`src/rtl/fc_sequencer_if.sv`:
```
// Bundled host, stream and network-side signals of fc_sequencer.
// master: the sequencer itself; slave: host/stream side and fc network.
interface fc_sequencer_if #(
    parameter int unsigned N = 27
);
    logic         s_valid;
    logic         s_ready;
    logic [N-1:0] s_data;
    logic         s_train;
    logic         m_valid;
    logic         m_ready;
    logic [N-1:0] m_data;
    logic         e_valid;
    logic         e_ready;
    logic [N-1:0] e_data;
    logic         g_valid;
    logic         g_ready;
    logic [N-1:0] g_data;
    logic         fc_fd_prop;
    logic         fc_bk_prop;
    logic [N-1:0] fc_fin;
    logic [N-1:0] fc_bin;
    logic         fc_oscillator;
    logic [N-1:0] fc_fout;
    logic [N-1:0] fc_bout;
    logic         fc_fd_done;
    logic         fc_bk_done;
    logic         busy;
    logic [15:0]  step_count;
    logic         err_timeout;

    modport master (
        input  s_valid, s_data, s_train, m_ready, e_valid, e_data, g_ready,
               fc_fout, fc_bout, fc_fd_done, fc_bk_done,
        output s_ready, m_valid, m_data, e_ready, g_valid, g_data,
               fc_fd_prop, fc_bk_prop, fc_fin, fc_bin, fc_oscillator,
               busy, step_count, err_timeout
    );

    modport slave (
        output s_valid, s_data, s_train, m_ready, e_valid, e_data, g_ready,
               fc_fout, fc_bout, fc_fd_done, fc_bk_done,
        input  s_ready, m_valid, m_data, e_ready, g_valid, g_data,
               fc_fd_prop, fc_bk_prop, fc_fin, fc_bin, fc_oscillator,
               busy, step_count, err_timeout
    );
endinterface

```
`src/rtl/fc_sequencer.sv`:
```
// Forward/backward step controller for one fc network instance.
// Define FC_SEQ_TIMEOUT_EN to abort wait states after TIMEOUT_CYC cycles without done.
module fc_sequencer #(
    parameter int unsigned N           = 27,
    parameter int unsigned OSC_DIV     = 4,
    parameter int unsigned TIMEOUT_CYC = 1024
) (
    input logic            clk_in,
    input logic            rst_in,
    fc_sequencer_if.master bus
);

    if (OSC_DIV < 1 || OSC_DIV > 255) begin : g_osc_div_check
        $error("fc_sequencer: OSC_DIV must be in 1..255");
    end
    if (TIMEOUT_CYC < 1) begin : g_timeout_check
        $error("fc_sequencer: TIMEOUT_CYC must be at least 1");
    end

    typedef enum logic [2:0] {
        StIdle, StFwdStart, StFwdWait, StFwdOut, StErrWait, StBkStart, StBkWait, StBkOut
    } state_e;

    state_e       state_q, state_d;
    logic         train_q;
    logic [N-1:0] fin_q, bin_q, mdata_q, gdata_q;
    logic [15:0]  step_q;
    logic [7:0]   osc_cnt_q;
    logic         osc_q;
    logic         err_q;

    logic s_ready, m_valid, e_ready, g_valid, fd_prop, bk_prop, busy;
    logic s_accept, e_accept, fd_capture, bk_capture, step_done;
    logic timeout_hit;

    // State register
    always_ff @(posedge clk_in or negedge rst_in) begin
        if (!rst_in) begin
            state_q <= StIdle;
        end else begin
            state_q <= state_d;
        end
    end

    // Next-state logic; a done seen in a wait state always beats a timeout
    always_comb begin
        state_d = state_q;
        unique case (state_q)
            StIdle:     if (bus.s_valid) state_d = StFwdStart;
            StFwdStart: state_d = StFwdWait;
            StFwdWait: begin
                if (bus.fc_fd_done) state_d = StFwdOut;
                else if (timeout_hit) state_d = StIdle;
            end
            StFwdOut:   if (bus.m_ready) state_d = train_q ? StErrWait : StIdle;
            StErrWait:  if (bus.e_valid) state_d = StBkStart;
            StBkStart:  state_d = StBkWait;
            StBkWait: begin
                if (bus.fc_bk_done) state_d = StBkOut;
                else if (timeout_hit) state_d = StIdle;
            end
            StBkOut:    if (bus.g_ready) state_d = StIdle;
            default:    state_d = StIdle;
        endcase
    end

    // Output decode: handshake outputs come from the registered state only
    always_comb begin
        s_ready    = 1'b0;
        m_valid    = 1'b0;
        e_ready    = 1'b0;
        g_valid    = 1'b0;
        fd_prop    = 1'b0;
        bk_prop    = 1'b0;
        busy       = 1'b1;
        s_accept   = 1'b0;
        e_accept   = 1'b0;
        fd_capture = 1'b0;
        bk_capture = 1'b0;
        step_done  = 1'b0;
        unique case (state_q)
            StIdle: begin
                s_ready  = 1'b1;
                busy     = 1'b0;
                s_accept = bus.s_valid;
            end
            StFwdStart: fd_prop = 1'b1;
            StFwdWait:  fd_capture = bus.fc_fd_done;
            StFwdOut: begin
                m_valid   = 1'b1;
                step_done = bus.m_ready & ~train_q;
            end
            StErrWait: begin
                e_ready  = 1'b1;
                e_accept = bus.e_valid;
            end
            StBkStart:  bk_prop = 1'b1;
            StBkWait:   bk_capture = bus.fc_bk_done;
            StBkOut: begin
                g_valid   = 1'b1;
                step_done = bus.g_ready;
            end
            default: ;
        endcase
    end

    // Datapath registers
    always_ff @(posedge clk_in or negedge rst_in) begin
        if (!rst_in) begin
            fin_q   <= '0;
            bin_q   <= '0;
            mdata_q <= '0;
            gdata_q <= '0;
            train_q <= 1'b0;
            step_q  <= '0;
        end else begin
            if (s_accept) begin
                fin_q   <= bus.s_data;
                train_q <= bus.s_train;
            end
            if (e_accept) bin_q <= bus.e_data;
            if (fd_capture) mdata_q <= bus.fc_fout;
            if (bk_capture) gdata_q <= bus.fc_bout;
            if (step_done) step_q <= step_q + 16'd1;
        end
    end

    // Free-running oscillator divider, independent of the sequencer state
    always_ff @(posedge clk_in or negedge rst_in) begin
        if (!rst_in) begin
            osc_cnt_q <= '0;
            osc_q     <= 1'b0;
        end else if (osc_cnt_q == 8'(OSC_DIV - 1)) begin
            osc_cnt_q <= '0;
            osc_q     <= ~osc_q;
        end else begin
            osc_cnt_q <= osc_cnt_q + 8'd1;
        end
    end

`ifdef FC_SEQ_TIMEOUT_EN
    localparam int unsigned WaitW = $clog2(TIMEOUT_CYC + 1);

    logic [WaitW-1:0] wait_cnt_q;
    logic             in_wait;

    assign in_wait     = (state_q == StFwdWait) || (state_q == StBkWait);
    assign timeout_hit = in_wait && !(fd_capture || bk_capture) &&
                         (wait_cnt_q == WaitW'(TIMEOUT_CYC - 1));

    // Counter sits at zero outside the wait states, so entry always starts from zero
    always_ff @(posedge clk_in or negedge rst_in) begin
        if (!rst_in) begin
            wait_cnt_q <= '0;
            err_q      <= 1'b0;
        end else begin
            wait_cnt_q <= in_wait ? wait_cnt_q + WaitW'(1) : '0;
            if (timeout_hit) err_q <= 1'b1;
        end
    end
`else
    assign timeout_hit = 1'b0;
    assign err_q       = 1'b0;
`endif

    assign bus.s_ready       = s_ready;
    assign bus.m_valid       = m_valid;
    assign bus.e_ready       = e_ready;
    assign bus.g_valid       = g_valid;
    assign bus.fc_fd_prop    = fd_prop;
    assign bus.fc_bk_prop    = bk_prop;
    assign bus.busy          = busy;
    assign bus.m_data        = mdata_q;
    assign bus.g_data        = gdata_q;
    assign bus.fc_fin        = fin_q;
    assign bus.fc_bin        = bin_q;
    assign bus.fc_oscillator = osc_q;
    assign bus.step_count    = step_q;
    assign bus.err_timeout   = err_q;

endmodule

```
`src/flat_wrapper.sv`:
```
// flat-port wrapper written by rule: the top's interface ports become plain ports
module fc_sequencer_flat 
#(
    parameter int unsigned N           = 27,
    parameter int unsigned OSC_DIV     = 4,
    parameter int unsigned TIMEOUT_CYC = 1024
)
  (clk_in, rst_in, bus_s_valid, bus_s_data, bus_s_train, bus_m_ready, bus_e_valid, bus_e_data, bus_g_ready, bus_fc_fout, bus_fc_bout, bus_fc_fd_done, bus_fc_bk_done, bus_s_ready, bus_m_valid, bus_m_data, bus_e_ready, bus_g_valid, bus_g_data, bus_fc_fd_prop, bus_fc_bk_prop, bus_fc_fin, bus_fc_bin, bus_fc_oscillator, bus_busy, bus_step_count, bus_err_timeout);
  fc_sequencer_if #(.N(N)) bus_i ();
  input logic clk_in;
  input logic rst_in;
  input wire logic [$bits(bus_i.s_valid)-1:0] bus_s_valid;
  input wire logic [$bits(bus_i.s_data)-1:0] bus_s_data;
  input wire logic [$bits(bus_i.s_train)-1:0] bus_s_train;
  input wire logic [$bits(bus_i.m_ready)-1:0] bus_m_ready;
  input wire logic [$bits(bus_i.e_valid)-1:0] bus_e_valid;
  input wire logic [$bits(bus_i.e_data)-1:0] bus_e_data;
  input wire logic [$bits(bus_i.g_ready)-1:0] bus_g_ready;
  input wire logic [$bits(bus_i.fc_fout)-1:0] bus_fc_fout;
  input wire logic [$bits(bus_i.fc_bout)-1:0] bus_fc_bout;
  input wire logic [$bits(bus_i.fc_fd_done)-1:0] bus_fc_fd_done;
  input wire logic [$bits(bus_i.fc_bk_done)-1:0] bus_fc_bk_done;
  output wire logic [$bits(bus_i.s_ready)-1:0] bus_s_ready;
  output wire logic [$bits(bus_i.m_valid)-1:0] bus_m_valid;
  output wire logic [$bits(bus_i.m_data)-1:0] bus_m_data;
  output wire logic [$bits(bus_i.e_ready)-1:0] bus_e_ready;
  output wire logic [$bits(bus_i.g_valid)-1:0] bus_g_valid;
  output wire logic [$bits(bus_i.g_data)-1:0] bus_g_data;
  output wire logic [$bits(bus_i.fc_fd_prop)-1:0] bus_fc_fd_prop;
  output wire logic [$bits(bus_i.fc_bk_prop)-1:0] bus_fc_bk_prop;
  output wire logic [$bits(bus_i.fc_fin)-1:0] bus_fc_fin;
  output wire logic [$bits(bus_i.fc_bin)-1:0] bus_fc_bin;
  output wire logic [$bits(bus_i.fc_oscillator)-1:0] bus_fc_oscillator;
  output wire logic [$bits(bus_i.busy)-1:0] bus_busy;
  output wire logic [$bits(bus_i.step_count)-1:0] bus_step_count;
  output wire logic [$bits(bus_i.err_timeout)-1:0] bus_err_timeout;
  assign bus_i.s_valid = bus_s_valid;
  assign bus_i.s_data = bus_s_data;
  assign bus_i.s_train = bus_s_train;
  assign bus_i.m_ready = bus_m_ready;
  assign bus_i.e_valid = bus_e_valid;
  assign bus_i.e_data = bus_e_data;
  assign bus_i.g_ready = bus_g_ready;
  assign bus_i.fc_fout = bus_fc_fout;
  assign bus_i.fc_bout = bus_fc_bout;
  assign bus_i.fc_fd_done = bus_fc_fd_done;
  assign bus_i.fc_bk_done = bus_fc_bk_done;
  assign bus_s_ready = bus_i.s_ready;
  assign bus_m_valid = bus_i.m_valid;
  assign bus_m_data = bus_i.m_data;
  assign bus_e_ready = bus_i.e_ready;
  assign bus_g_valid = bus_i.g_valid;
  assign bus_g_data = bus_i.g_data;
  assign bus_fc_fd_prop = bus_i.fc_fd_prop;
  assign bus_fc_bk_prop = bus_i.fc_bk_prop;
  assign bus_fc_fin = bus_i.fc_fin;
  assign bus_fc_bin = bus_i.fc_bin;
  assign bus_fc_oscillator = bus_i.fc_oscillator;
  assign bus_busy = bus_i.busy;
  assign bus_step_count = bus_i.step_count;
  assign bus_err_timeout = bus_i.err_timeout;
  fc_sequencer #(.N(N), .OSC_DIV(OSC_DIV), .TIMEOUT_CYC(TIMEOUT_CYC)) u_core (.clk_in(clk_in), .rst_in(rst_in), .bus(bus_i));
endmodule
```
`config.mk`:
```
export PLATFORM = sky130hd
export DESIGN_NAME = fc_sequencer_flat
export DESIGN_NICKNAME = d
export VERILOG_FILES = /design/src/rtl/fc_sequencer_if.sv /design/src/rtl/fc_sequencer.sv /design/src/flat_wrapper.sv
export SDC_FILE = /design/constraint.sdc
export NUM_CORES = 1
export LEC_CHECK = 0
export ABC_CLOCK_PERIOD_IN_PS = 2150
export CAP_MARGIN = 10
export CORE_MARGIN = 3
export CORE_UTILIZATION = 41
export DETAILED_ROUTE_END_ITERATION = 10
export GPL_TIMING_DRIVEN = 0
export PLACE_DENSITY = 0.81
export SLEW_MARGIN = 20
export SYNTH_ARGS = -nofsm -noshare
export SYNTH_HDL_FRONTEND = slang
export SYNTH_SLANG_ARGS = --single-unit
```
`constraint.sdc`:
```
create_clock -name clk_in -period 2.15 [get_ports clk_in]
set_input_delay 0.43 -clock clk_in [delete_from_list [all_inputs] [get_ports clk_in]]
set_output_delay 0.43 -clock clk_in [all_outputs]
set_load 0.05 [all_outputs]
```
=== Word-level counts from Yosys, hierarchy flattened ===
Cells that the tools add are included.

* Bits in registers: 137
* Input port bits: 117
* Output and inout bits: 133
* Word-level logic and storage cells: 51

* Add/subtract/negate cells: 2
* Equality and inequality tests: 14
* Multiplexer cells: 21
* Bitwise gates (word level): 3
* Reductions and logical operators: 2

{| class="wikitable"
|+ Operators by type and width
! cell !! count
|-
| $pmux 3 s8 || 1
|-
| $mux 3 || 7
|-
| $add 16x1->16 const B || 1
|-
| $eq 3x3->1 const B || 4
|-
| $ne 2x2->1 const B || 6
|-
| $mux 1 || 11
|-
| $add 8x1->8 const B || 1
|-
| $eq 8x2->1 const B || 1
|-
| $mux 8 || 1
|-
| $eq 3x2->1 const B || 2
|-
| $reduce_and 6->1 || 1
|-
| $eq 3x1->1 const B || 1
|-
| $logic_not 3->1 || 1
|-
| $not 1->1 || 2
|-
| $pmux 1 s2 || 1
|-
| $and 1x1->1 || 1
|}

=== Depth between registers and ports, before layout ===
Gate-level depths: netlist (run 1).

* Depth in word-level cells: 3
* Gate-level depth with buffers: 6
* Gate-level depth less buffers: 4

=== Least setup slack after synthesis (run 1) ===
Ideal clock, no wire load.

* Path type: reg2out
* From: register u_core.state_q[0]
* To: output bus_busy
* Arrival: 2.252 ns
* Data required time: 1.720 ns
* Path slack: -0.532 ns
* Cell stages (with the launch flop): 4
* Path buffers: 1
* Cells stage by stage: dfrtp_1 buf_2 nor3_1 inv_1

* Longest elaborated chain between the ends: 2

{| class="wikitable"
|+ RTL lines
! what !! line !! source
|-
| start, declared || fc_sequencer.sv:24 || <nowiki>state_e state_q, state_d;</nowiki>
|-
| start signal, assigned || fc_sequencer.sv:39 || <nowiki>state_q <= StIdle;</nowiki>
|-
| start signal, assigned || fc_sequencer.sv:41 || <nowiki>state_q <= state_d;</nowiki>
|-
| $logic_not 3->1 || fc_sequencer.sv:81 || <nowiki>unique case (state_q)</nowiki>
|-
| $mux 1 || fc_sequencer.sv:81 ||
|-
| end, declared || flat_wrapper.sv:34 || <nowiki>output wire logic [$bits(bus_i.busy)-1:0] bus_busy;</nowiki>
|}

Every way passes these cells.

=== Final worst setup path (run 1) ===
* From: register u_core.step_q[0], in the netlist u_core.bus.step_count[0]
* To: output bus_step_count[0]

{| class="wikitable"
|+ RTL lines
! what !! line !! source
|-
| start, declared || fc_sequencer.sv:27 || <nowiki>logic [15:0] step_q;</nowiki>
|-
| start signal, assigned || fc_sequencer.sv:124 || <nowiki>if (step_done) step_q <= step_q + 16'd1;</nowiki>
|-
| end, declared || flat_wrapper.sv:35 || <nowiki>output wire logic [$bits(bus_i.step_count)-1:0] bus_step_count;</nowiki>
|}

No word-level cell between the ends.

==> results of run 1 <==
[power groups by stage]
stage               Sequential, µW  Combinational (µW)  Clock, µW
floorplan                     8100                1720          0
global placement              4300                8390          0
detailed placement            4390                8500          0
CTS                           4360                8510       2730
global route                  4500                8730       2850
finish                        4340                8420       2660
[final cells by class]
type                    count  area (µm²)  area share
clock inverters             3       40.04    0.004603
clock buffers              26       499.2     0.05739
well taps                 172       215.2     0.02474
plain buffers              15       95.09     0.01093
multi-input cells         197        1891      0.2173
inverters                   6       22.52    0.002589
flip-flops and latches    137        3428      0.3941
repair buffers            250        2507      0.2883
[synthesized netlist by cell type, drive strengths merged]
master   number
and2          4
conb          1
nor4          3
dfrtp       137
xor2         11
nand4         2
o22ai         1
xnor2        10
or3b          1
nor2          7
nand3b        1
mux4          1
nand2         9
a21oi         3
o2111ai       1
and3b         1
nor3b         2
a211o         1
a31oi         1
and3          5
mux2i         1
or2           1
nor3          7
mux2        110
buf          15
o21ai         1
nand3         7
and4          1
inv           6
nand4b        1
ha            2
nor4bb        1
[state kept, by name, summed over array words and instances (netlist names)]
name and count:
u_core.train_q 1, u_core.bus.g_data 27, u_core.bus.step_count 16, u_core.bus.fc_bin 27, u_core.osc_cnt_q 8, u_core.bus.fc_oscillator 1, u_core.bus.fc_fin 27, u_core.state_q 3
u_core.bus.m_data 27
[kinds of logic (layout without fill, tap and decap cells)]
logic type / after synthesis / after routing
muxes: 112 / 112
DFF: 137 / 137
other: 1 / 1
buffers and inverters: 21 / 300
adders and majority gates: 2 / 2
AOI/OAI and AO/OA: 8 / 8
xor gates and xnor gates: 21 / 21
and+or+nand+nor: 53 / 53
[layer usage]
layer  track usage  share of wire
met5             0        0.00091
met4       0.08357          0.024
met3       0.06527          0.066
met2        0.3557           0.54
met1        0.2201           0.37
[layout by cell type (no fill, tap or decap), types with 3 or more instances in the layout]
cell type / instances
clkbuf_1: 5
clkbuf_16: 17
and3_1: 5
nand2_1: 9
nand3_1: 7
xnor2_1: 10
clkbuf_8: 4
and2_1: 4
inv_1: 6
clkdlybuf4s50_1: 234
nor2_1: 7
dlymetal6s2s_1: 5
buf_2: 16
a21oi_1: 3
dfrtp_1: 137
xor2_1: 11
nor3_1: 4
mux2_2: 110
[per-stage QoR]
| step | total power (µW) | worst slack, ps | setup TNS (ps) | hold WS (ps) | util |
|---|---|---|---|---|---|
| after floorplan | 9819 | -40.23 | -804.6 | 134.4 | - |
| after global placement | 12690 | -4518 | -620380 | 458.4 | 0.6361 |
| after detailed placement | 12890 | -180.6 | -3601 | 401.4 | 0.6387 |
| after CTS | 15610 | -13.29 | -22.39 | 482.9 | 0.6820 |
| after global routing | 16080 | -4.692 | -5.987 | 494.1 | 0.6810 |
| final | 15430 | 67.21 | 0 | 480.9 | 0.6810 |
[timing repair]
action | 4_1_cts | 5_1_grt
hold buffers | 1 | 0
endpoints found under the setup margin | 8 | 12
resized for setup | 24 | 17
endpoints found under the hold margin | 64 | 0
[path summary, 6_finish.rpt]
check,start,to,slack (ps),cells after the start
max,u_core.bus.step_count[0],bus_step_count[0],70,1
min reg2reg,u_core.bus.step_count[15],u_core.bus.step_count[15],480,1
max reg2reg,u_core.state_q[0],u_core.bus.m_data[10],230,5
min,u_core.bus.step_count[15],u_core.bus.step_count[15],480,1
max in group asynchronous,rst_in,u_core.bus.fc_bin[26],870,3
min in group asynchronous,rst_in,u_core.bus.fc_fin[24],550,2
==> flow_metrics.py, run 1 <==
metrics = {
    "yosys": {
        "syn_inst": 355,
        "syn_avg_cell_area_um2": 15.26,
        "synth_xor_area_frac": 0.03395,
        "ys_ff_latch": 137,
        "synthMuxAreaShare": 0.2346,
        "synth_nets": 474,
        "yosysWarnings": 0,
        "synth_area_leaders": "dfrtp_1 63%, mux2_2 23%, xor2_1 1.8%",
        "yosys.area.top_type_share": 0.6328,
        "netlist_area_mm2": 0.005418,
        "synthSimpleGateAreaFrac": 0.06120,
        "synth_top_family_by_area": "multiplexers",
        "synth_compound_area_frac": 0.01085,
        "synthDistinctLibCells": 36,
        "synthAdderAreaFrac": 0.004619,
        "yosysTopAreaCell": "dfrtp_1",
        "synth-seq-area-share": 0.6328,
    },
    "critical_path": {
        "crit_path_start_kind": "flop",
        "crit_arrival_ps": 1650,
        "critical_path_buf_inv_count": 1,
        "cp_slowest_cell": "clkdlybuf4s50_1",
        "end_kind": "primary output",
        "path_delay_family": "buffers and inverters",
        "cp.required_ps": 1720,
        "crit_chain": "clkdlybuf4s50_1",
        "worstSetupPathType": "flop to primary output",
        "slowest_delay_ps": 830,
        "cp_max_fo": 4,
    },
    "drt": {
        "vias": 3827,
        "dr.pass1.iters": 4,
        "drt_wl_total_mm": 14.35,
        "vias_per_cell": 4.748,
        "drcViolationCount": 0,
        "first_iter_violations": 103,
        "wl_per_cell_um": 17.80,
        "postRouteAntennaNets": 0,
    },
    "grt": {
        "overflow": 0,
        "grt_pass1_vias": 4151,
        "grt_pass1_wl_mm": 22.26,
        "antenna_found_initial": 1,
        "grt_max_degree": 74,
        "grt.total_usage": 0.2006,
    },
    "die": {
        "die_area_mm2": 0.01463,
        "dieWidth_um": 121.0,
        "fp.dieH_um": 121.0,
        "num_io_pins": 250,
        "core_mm2": 0.01277,
        "start_util": 0.4241,
        "rows": 41,
    },
    "power": {
        "sw_frac_of_total": 0.4492,
        "max-vdd-ir-drop_uv": 840.8,
        "p_sw_uw": 6930,
        "pwr-share-clk": 0.172,
        "pwr-share-comb": 0.546,
        "p_seq_frac": 0.282,
        "p_per_area_mw_per_mm2": 1774,
        "p_int_uw": 8499,
        "leakage_uw": 0.003760,
    },
    "clock_tree": {
        "clock-sinks": 137,
        "post-cts-setup-buffers": 0,
        "clk_pin_slew_worst_paths_ps": 50,
        "cts-root-buf": "clkbuf_16",
        "clk_latency_ps": 400,
        "htreeDepth": 4,
        "cts_tree": "done",
        "cts_buffers": 17,
        "cts_buffer_depth": 2,
    },
    "hold_path": {
        "hold_path.class": "flop to flop",
    },
    "run": {
        "max_cap_viol_count": 0,
    },
    "timing": {
        "fmax_ghz": 0.4801,
        "slew_viol_final": 0,
        "slew_headroom": 0.6256,
        "fin_crit_sh": 0.9687,
        "finClkSkew_ps": 4.854,
        "setup_viol": 0,
        "rsz0062_at_grt": "true",
        "hold_viol_final": 0,
        "max_slew.worst_pin.slew_ps": 559.9,
        "period_minus_slack_ps": 2083,
    },
    "placed_design": {
        "dp.cells": 776,
        "portBuffers": 248,
        "gp_congestion": 0.7613,
        "dp_hpwl_mm": 10.98,
        "placed_cell_area_mm2": 0.008158,
    },
    "outcome": {
        "status": "finished clean",
    },
    "final_layout": {
        "antenna-diode-count": 0,
        "nFillCells": 895,
        "syn_to_final_growth_pct": 60.55,
        "layoutNonFillerInstCount": 806,
        "final_cell_area_mm2": 0.008698,
        "drive_gt1_frac": 0.2634,
        "final_nets": 743,
    },
}
Power figures use the tool's default switching activity.
==> run 2, diff against run 1 <==
- CORE_MARGIN: 3 -> not set
==> flow_metrics.py, run 2 (synthesis gave the netlist of run 1 again) <==
metrics = {
    "timing": {
        "slew_headroom": 0.6163,
        "rsz0062_at_grt": "true",
        "hold_viol_final": 0,
        "fmax_ghz": 0.4769,
        "finClkSkew_ps": 4.991,
        "setup_viol": 0,
        "timing.final.ws_setup_ps": 53.33,
        "slew_viol_final": 0,
        "max_slew.worst_pin.slew_ps": 575.0,
        "period_minus_slack_ps": 2097,
        "holdWs_ps": 472.8,
        "fin_crit_sh": 0.9752,
    },
    "die": {
        "start_util": 0.4241,
        "rows": 41,
        "core_mm2": 0.01277,
        "num_io_pins": 250,
        "dieWidth_um": 117.0,
        "die_area_mm2": 0.01368,
        "fp.dieH_um": 117.0,
    },
    "final_layout": {
        "drive_gt1_frac": 0.2700,
        "multi_input_area_mm2": 0.001891,
        "final-seq-area_mm2": 0.003430,
        "layoutNonFillerInstCount": 809,
        "antenna-diode-count": 0,
        "final_cell_mix": "233 x clkdlybuf4s50_1, 136 x dfrtp_1, 110 x mux2_2, 17 x clkbuf_16, 12 x buf_2",
        "nFillCells": 879,
        "final_cell_area_mm2": 0.008748,
        "final_common_cell": "clkdlybuf4s50_1",
        "final_nets": 743,
        "syn_to_final_growth_pct": 61.48,
    },
    "grt": {
        "use_met2": 0.3495,
        "grt_pass1_wl_mm": 20.31,
        "grt_max_degree": 105,
        "grt_pass1_vias": 3992,
        "antenna_found_initial": 0,
        "grt.met3_usage": 0.06797,
        "overflow": 0,
        "grt.met1_usage": 0.2211,
        "grt-busiest-layer": "met2",
        "grt.total_usage": 0.2008,
    },
    "power": {
        "pwr-share-clk": 0.179,
        "leakage_uw": 0.003775,
        "p_seq_frac": 0.279,
        "pwr-share-comb": 0.542,
        "max-vdd-ir-drop_uv": 893.7,
        "sw_frac_of_total": 0.4484,
        "p_sw_uw": 6967,
        "p_int_uw": 8571,
        "p_per_area_mw_per_mm2": 1776,
    },
    "drt": {
        "drt_wl_total_mm": 13.54,
        "dr.pass1.iters": 4,
        "postRouteAntennaNets": 0,
        "vias": 3835,
        "vias_per_cell": 4.740,
        "first_iter_violations": 98,
        "drcViolationCount": 0,
        "wl_per_cell_um": 16.74,
    },
    "clock_tree": {
        "clock-sinks": 137,
        "cts-root-buf": "clkbuf_16",
        "clk_pin_slew_worst_paths_ps": 50,
        "post-cts-setup-buffers": 0,
        "cts_buffer_depth": 2,
        "cts_tree": "done",
        "clk_latency_ps": 410,
        "htreeDepth": 4,
        "cts_buffers": 17,
    },
    "placed_design": {
        "pre_cts_ws_ps": -268.5,
        "placed_cell_area_mm2": 0.008158,
        "dp.cells": 776,
        "portBuffers": 248,
        "dp_hpwl_mm": 10.14,
        "gp_congestion": 0.7597,
    },
    "critical_path": {
        "cp_max_fo": 5,
        "crit_path_start_kind": "flop",
        "end_kind": "primary output",
        "crit_chain": "clkdlybuf4s50_1",
        "path_delay_family": "buffers and inverters",
        "slowest_delay_ps": 840,
        "critical_path_buf_inv_count": 1,
        "worstSetupPathType": "flop to primary output",
        "cp_slowest_cell": "clkdlybuf4s50_1",
        "crit_arrival_ps": 1670,
        "cp.required_ps": 1720,
    },
    "outcome": {
        "status": "finished clean",
    },
    "hold_path": {
        "hold_path.class": "input pin to async pin",
    },
    "run": {
        "max_cap_viol_count": 0,
    },
}
## run 2: per-stage QoR
stage	power [µW]	setup TNS, ps	util
after floorplan	9819	-804.6	-
after global placement	12660	-621210	0.6361
after detailed placement	12870	-5008	0.6387
after CTS	15670	0	0.6836
after global routing	16230	-7.666	0.6849
final	15540	0	0.6849
## run 2: final timing paths
kind                                     startpoint                  endpoint  slack, ps  depth (start not counted)
setup / recovery           u_core.bus.step_count[7]         bus_step_count[7]         50                          1
hold / removal                               rst_in     u_core.bus.fc_fin[23]        470                          2
setup reg to reg                  u_core.state_q[0]      u_core.bus.m_data[0]        130                          5
hold reg to reg            u_core.bus.fc_oscillator  u_core.bus.fc_oscillator        470                          1
max in group asynchronous                    rst_in         u_core.state_q[2]        870                          3
min in group clk_in        u_core.bus.fc_oscillator  u_core.bus.fc_oscillator        470                          1
## run 2: power by group through the flow
stage | registers, µW | clock network, µW | logic, µW
floorplan | 8100 | 0 | 1720
global placement | 4290 | 0 | 8370
detailed placement | 4370 | 0 | 8490
CTS | 4340 | 2840 | 8500
global route | 4490 | 2960 | 8770
finish | 4330 | 2780 | 8430
## run 2: per-layer routing
| layer | share of wire | wire (µm) |
|---|---|---|
| met2 | 0.51 | 6921 |
| met3 | 0.070 | 954 |
| met5 | 0 | 0 |
| met1 | 0.39 | 5301 |
| met4 | 0.027 | 364 |
## run 2: layout make-up
cell class                      count  area share
Sequential cell                   137      0.3920
Timing Repair Buffer              250      0.2892
Multi-Input combinational cell    197      0.2161
Clock buffer                       23     0.05349
Tap cell                          172     0.02460
Clock inverter                      9     0.01116
Buffer                             15     0.01087
Inverter                            6    0.002574
## run 2: what timing repair did
item                                    CTS  global route
pin swaps                                 0             0
resized for setup                        26            10
endpoints found under the setup margin    9             9
endpoints found under the hold margin    33             0
hold buffers                              1             0
==> run 3, diff against run 2 <==
- GPL_ROUTABILITY_DRIVEN: not set -> 0
==> results of run 3 <==
The final DEF is identical to that of run 2; final timing and power are the same.
